[config.mk]
export PLATFORM = sky130hd
export DESIGN_NAME = serial_add_sub
export DESIGN_NICKNAME = d
export VERILOG_FILES = /design/src/rtl/serial_add_sub.sv
export SDC_FILE = /design/constraint.sdc
export NUM_CORES = 1
export LEC_CHECK = 0
export CAP_MARGIN = 20
export CORE_MARGIN = 2
export CORE_UTILIZATION = 35
export DETAILED_ROUTE_END_ITERATION = 8
export GPL_TIMING_DRIVEN = 0
export PLACE_DENSITY = 0.63
export SLEW_MARGIN = 10
export SYNTH_ARGS = -nofsm -noshare
export SYNTH_HDL_FRONTEND = slang
export SYNTH_SLANG_ARGS = --single-unit
[constraint.sdc]
create_clock -name clk -period 1.5 [get_ports clk]
set_input_delay 0.375 -clock clk [delete_from_list [all_inputs] [get_ports clk]]
set_output_delay 0.375 -clock clk [all_outputs]
set_load 0.005 [all_outputs]
[src/rtl/serial_add_sub.sv]
// serial_add_sub: bit-serial adder/subtractor, LSB first, one bit per clock.
// Subtraction is done as A + ~B + 1, so the carry-in is seeded with ctrl and
// B is inverted on capture. cb is the raw carry-out (for subtract: 1 = no borrow).
//
// state  | meaning
// -------+---------------------------------------------------------------
// IDLE   | waiting for operands, in_ready=1
// RUN    | one full-add per cycle, WIDTH cycles total
// DONE   | result presented on sd/cb with out_valid=1 until accepted
module serial_add_sub #(
    parameter int WIDTH = 4,
    parameter int CNT_W = $clog2(WIDTH) + 1
) (
    input  logic             clk,
    input  logic             rst_n,
    input  logic             in_valid,
    output logic             in_ready,
    input  logic [WIDTH-1:0] a,
    input  logic [WIDTH-1:0] b,
    input  logic             ctrl,
    output logic             out_valid,
    input  logic             out_ready,
    output logic [WIDTH-1:0] sd,
    output logic             cb,
    output logic             busy
);

    typedef enum logic [1:0] {
        S_IDLE = 2'd0,
        S_RUN  = 2'd1,
        S_DONE = 2'd2
    } state_t;

    localparam logic [CNT_W-1:0] LAST_CNT = CNT_W'(WIDTH - 1);

    state_t           state_q;
    state_t           state_d;
    logic [WIDTH-1:0] opa_q;
    logic [WIDTH-1:0] opb_q;
    logic [WIDTH-1:0] res_q;
    logic             carry_q;
    logic [CNT_W-1:0] cnt_q;
    logic [WIDTH-1:0] sd_q;
    logic             cb_q;

    logic             sum_bit;
    logic             carry_nxt;
    logic             last_bit;
    logic             in_fire;
    logic             out_fire;

    assign sum_bit   = opa_q[0] ^ opb_q[0] ^ carry_q;
    assign carry_nxt = (opa_q[0] & opb_q[0]) | (carry_q & (opa_q[0] ^ opb_q[0]));
    assign last_bit  = (cnt_q == LAST_CNT);
    assign in_fire   = in_valid & in_ready;
    assign out_fire  = out_valid & out_ready;
    assign sd        = sd_q;
    assign cb        = cb_q;

    // State register.
    always_ff @(posedge clk or negedge rst_n) begin
        if (!rst_n) begin
            state_q <= S_IDLE;
        end else begin
            state_q <= state_d;
        end
    end

    // Next-state logic.
    always_comb begin
        state_d = state_q;
        case (state_q)
            S_IDLE:  if (in_fire) state_d = S_RUN;
            S_RUN:   if (last_bit) state_d = S_DONE;
            S_DONE:  if (out_fire) state_d = S_IDLE;
            default: state_d = S_IDLE;
        endcase
    end

    // Handshake and status outputs decoded from the current state.
    always_comb begin
        in_ready  = 1'b0;
        out_valid = 1'b0;
        busy      = 1'b0;
        case (state_q)
            S_IDLE: in_ready = 1'b1;
            S_RUN:  busy = 1'b1;
            S_DONE: begin
                out_valid = 1'b1;
                busy      = 1'b1;
            end
            default: in_ready = 1'b0;
        endcase
    end

    // Serial datapath: capture operands, shift one bit per RUN cycle, load result.
    always_ff @(posedge clk or negedge rst_n) begin
        if (!rst_n) begin
            opa_q   <= '0;
            opb_q   <= '0;
            res_q   <= '0;
            carry_q <= 1'b0;
            cnt_q   <= '0;
            sd_q    <= '0;
            cb_q    <= 1'b0;
        end else if (in_fire) begin
            opa_q   <= a;
            opb_q   <= b ^ {WIDTH{ctrl}};
            res_q   <= '0;
            carry_q <= ctrl;
            cnt_q   <= '0;
        end else if (state_q == S_RUN) begin
            opa_q   <= opa_q >> 1;
            opb_q   <= opb_q >> 1;
            res_q   <= {sum_bit, res_q[WIDTH-1:1]};
            carry_q <= carry_nxt;
            cnt_q   <= cnt_q + CNT_W'(1);
            if (last_bit) begin
                sd_q <= {sum_bit, res_q[WIDTH-1:1]};
                cb_q <= carry_nxt;
            end
        end
    end

endmodule

# Word-level counts from Yosys, hierarchy flattened
# Cells that the tools add are included.
totals:
  wordCells: 46
  out_inout_bits: 8
  regBits: 23
  inputBits: 13
op_classes:
  n_mux: 17
  addsub: 1
  n_reduce_logical: 5
  bitwise_logic: 9
  eq_ne: 6
op_table:
  columns: ["cell", "n"]
  rows:
  - ["$mux 4", 6]
  - ["$mux 2", 3]
  - ["$mux 3", 2]
  - ["$ne 2x2->1 const B", 3]
  - ["$pmux 2 s3", 1]
  - ["$reduce_and 3->1", 2]
  - ["$mux 1", 5]
  - ["$and 1x1->1", 4]
  - ["$xor 4x4->4", 1]
  - ["$add 3x1->3 const B", 1]
  - ["$eq 3x2->1 const B", 1]
  - ["$eq 2x1->1 const B", 1]
  - ["$eq 2x2->1 const B", 1]
  - ["$logic_not 2->1", 1]
  - ["$reduce_bool 2->1", 1]
  - ["$reduce_or 2->1", 1]
  - ["$xor 1x1->1", 2]
  - ["$not 1->1", 1]
  - ["$or 1x1->1", 1]

# Logic depth before layout (Yosys ltp)
depth:
  word_depth: 5
  depth_mapped: 6
  depth_no_buf: 5

# Least setup slack after synthesis
# No wires, ideal clock.
synth_timing:
  path_kind: "flip-flop to flip-flop"
  startpoint: "register state_q[1]"
  endpoint: "register state_q[0]"
  setup_time_ps: 125
  required_ps: 1375
  stages_incl_launch_ff: 6
  t_arrival_ps: 1473
  n_path_buf: 1
  period_less_slack_ps: 1597
  setup_slack_ps: -97
  path_cell_list: "dfrtp_1 > inv_1 > ha_1 > buf_6 > a222oi_1 > mux2_2"
synth_between:
  elab_chain_cells: 5
  word_cells_on_any_way: 12
  classes_between: "eq/ne (5); mux (3); bitwise (2); reduce/logical (2)"
synth_lines:
  columns: ["element", "line", "source"]
  rows:
  - ["start: declaration", "36", "state_t state_q;"]
  - ["start signal: assignment", "65", "state_q <= state_d;"]
  - ["$eq 2x2->1 or $logic_not 2->1 (tied branches)", "72, 85", null]
  - ["$mux 1", "85", "case (state_q)"]
  - ["$and 1x1->1 (on tied branches)", "56, 55", null]
  - ["$ne 2x2->1 (no source line)", null, null]
  - ["$reduce_and 3->1 (no source line)", null, null]
# Parallel ways exist; a longest one is shown, timed or not.
# A chain may end at the register's enable or synchronous reset.

# Worst setup path in the final report
# Same ends and word-level chain as after synthesis.

==> flow_metrics.py <==
metrics = {
    "floorplanning": {
        "die_w_um": 59.5,
        "initial_core_util_pct": 36.2,
        "die_height_um": 59.5,
        "io_pins": 21,
        "std_cell_rows": 20,
        "die_area_sq_um": 3540,
        "core-area_sq_um": 2980,
    },
    "sta": {
        "tightest_slew_ns": 0.543,
        "setup-violations-final": 10,
        "hold_viol": 0,
        "finalCritPeriodShare_pct": 110,
        "maxSlewViolCount": 0,
        "period_needed_ns": 1.66,
        "fin_skew_ns": 0.00223,
        "grt_setup_unrepaired": "yes",
        "hold_ws_ns": 0.413,
        "fin_setup_tns_ns": -0.777,
        "max_clock_freq_ghz": 0.604,
        "relSlewSlack_pct": 63.7,
        "setup_ws_ns": -0.157,
    },
    "drt": {
        "ant_nets": 0,
        "vias": 760,
        "post_drt_wl_per_cell_um": 13.0,
        "via_per_inst": 4.84,
        "routed_wl_um": 2030,
        "dr.pass1.iters": 7,
        "drc": 0,
        "drtIter0Drc": 23,
    },
    "synth": {
        "ys_ff_latch": 22,
        "syn_inst": 94,
        "synth_common_cells": "dfrtp_1, mux2i_1, nand2_1",
        "ys_seq_area_share_pct": 51.1,
        "synth.area.top_cells": "dfrtp_1, mux2i_1, mux2_2",
        "synth.most_common_cell": "dfrtp_1",
        "netlist_area_sq_um": 1080,
        "synthDistinctLibCells": 19,
        "synth_warnings": 0,
        "async_flop_share_pct": 100,
        "synth-edff-count": 0,
        "synth_nets": 114,
        "syn_avg_cell_area_sq_um": 11.5,
        "synth_largest_area_cell": "dfrtp_1",
        "synth_top_area_share_pct": 51.1,
        "yosys_most_used_dff": "dfrtp_1",
    },
    "placed_design": {
        "gp_congestion": 0.698,
        "placed_area_sq_um": 1310,
        "port_buffers": 19,
        "dp.cells": 146,
        "place_hpwl_um": 1420,
    },
    "clock_network": {
        "h-tree-depth": 1,
        "cts_root_buf": "clkbuf_4",
        "cts_buffer_depth": 2,
        "cts_num_sinks": 22,
        "cts_hold_buf": 0,
        "clk_latency_ns": 0.30,
        "cts_tree": "done",
        "clk_pin_slew_ns": 0.12,
        "cts_buffers": 3,
    },
    "finish": {
        "nets": 145,
        "drive_gt1_share_pct": 25.8,
        "area_delta_synth_final_pct": 35.7,
        "utilization_pct": 49.1,
        "antennaDiodeCount": 0,
        "n_fill_cell": 293,
        "final_cells": 157,
        "final_area_sq_um": 1460,
    },
    "worst_setup_path": {
        "crit_required_ns": 1.70,
        "critPathCaptureType": "flop",
        "reg2reg_setup_slack_ns": -0.16,
        "crit_path_start_kind": "flop",
        "arrival_ns": 1.85,
        "path_class": "reg2reg",
        "crit_fanout": 2,
    },
    "power": {
        "power_density_nw_per_um2": 1880,
        "peakVddDrop_mv": 0.824,
        "power.leakage_nw": 0.705,
    },
    "grt": {
        "overflow": 0,
        "antenna_found_initial": 0,
        "globalRouteTotalUtil_pct": 13.2,
        "grt_max_degree": 23,
        "grt_pass1_wl_um": 3440,
        "grt_pass1_vias": 744,
    },
    "status": {
        "violations": "setup timing",
        "status": "complete, but fails checks",
    },
    "min_path": {
        "min_path_type": "in2async",
    },
    "flow_run": {
        "drv_cap": 0,
    },
}
## report_power, final
part           switching [mW]  internal [mW]
combinational           0.621          0.805
clock                   0.171          0.148
sequential              0.151          0.858
## state kept, by name (all words and copies together), names as in the netlist
register and count:
state_q 2, opb_q 4, sd 4, cb 1, opa_q 4, carry_q 1, res_q 3, cnt_q 3
## critical path: stages, from the launching register on
cell and delay [ns]:
dfrtp_1 0.42, buf_4 0.15, ha_2 0.16, a222oi_1 0.43, mux2_2 0.39
## what timing repair did
action | CTS | global route
setup endpoints to repair | 28 | 23
endpoints found under the hold margin | 0 | 0
gates resized for setup | 26 | 9
pin swaps | 2 | 2
buffers inserted | 6 | 2
## through the flow
step | worst slack (ns) | power [mW]
floorplan | -0.0419 | 1.78
global placement | -0.304 | 2.18
detailed placement | -0.299 | 2.24
CTS | -0.145 | 2.69
global route | -0.229 | 2.99
finish | -0.157 | 2.75
## cell families after synthesis
logic type,synth area share (%)
DFF,51.1
and+or+nand+nor,8.13
muxes,17.5
buffers and inverters,4.99
AOI/OAI and AO/OA,5.34
adders and majority gates,8.83
xor gates and xnor gates,4.07
## layer usage
layer,global-route usage [%],wire (um),up-vias
li1,-,-,374
met2,20.7,1020,16
met1,17.9,918,366
met3,1.97,68,4
met5,0,0,-
met4,5.84,29,0
## area by class of cell
type                            count  area, sq um  area share (%)
Timing Repair Buffer               28          273            18.7
Tap cell                           33         41.3            2.83
Multi-Input combinational cell     60          508            34.8
Buffer                              4         30.0            2.05
Clock buffer                        4         36.3            2.48
Inverter                            6         22.5            1.54
Sequential cell                    22          551            37.7
## worst paths after layout
| check | end | from | depth (start not counted) |
|---|---|---|---|
| setup / recovery | state_q[0] | state_q[1] | 4 |
| setup reg to reg | state_q[0] | state_q[1] | 4 |
| min in group clk | carry_q | ctrl | 3 |
| max in group asynchronous | opa_q[3] | rst_n | 2 |
| hold reg to reg | sd[3] | sd[3] | 1 |
| hold / removal | cnt_q[1] | rst_n | 1 |
## cell usage in the layout, fill, tap and decap left out
cell and instances:
mux2_2 7, inv_1 4, clkbuf_1 1, dlygate4sd2_1 5, clkbuf_2 1, nor2_1 6, dfrtp_1 22, clkbuf_8 2
buf_8 1, xnor2_1 2, ha_1 3, buf_2 1, clkdlybuf4s50_1 11, buf_4 6, clkbuf_4 4, and2_1 1
a222oi_1 1, buf_12 1, xor2_1 3, buf_6 3, nand2_4 1, nand3b_1 2, nand2_1 9, mux2i_1 11
o21ai_0 8, ha_2 1, a211oi_1 1, ha_4 2, fa_1 1, and3_1 1, inv_2 2
Power figures use the tool's default switching activity.
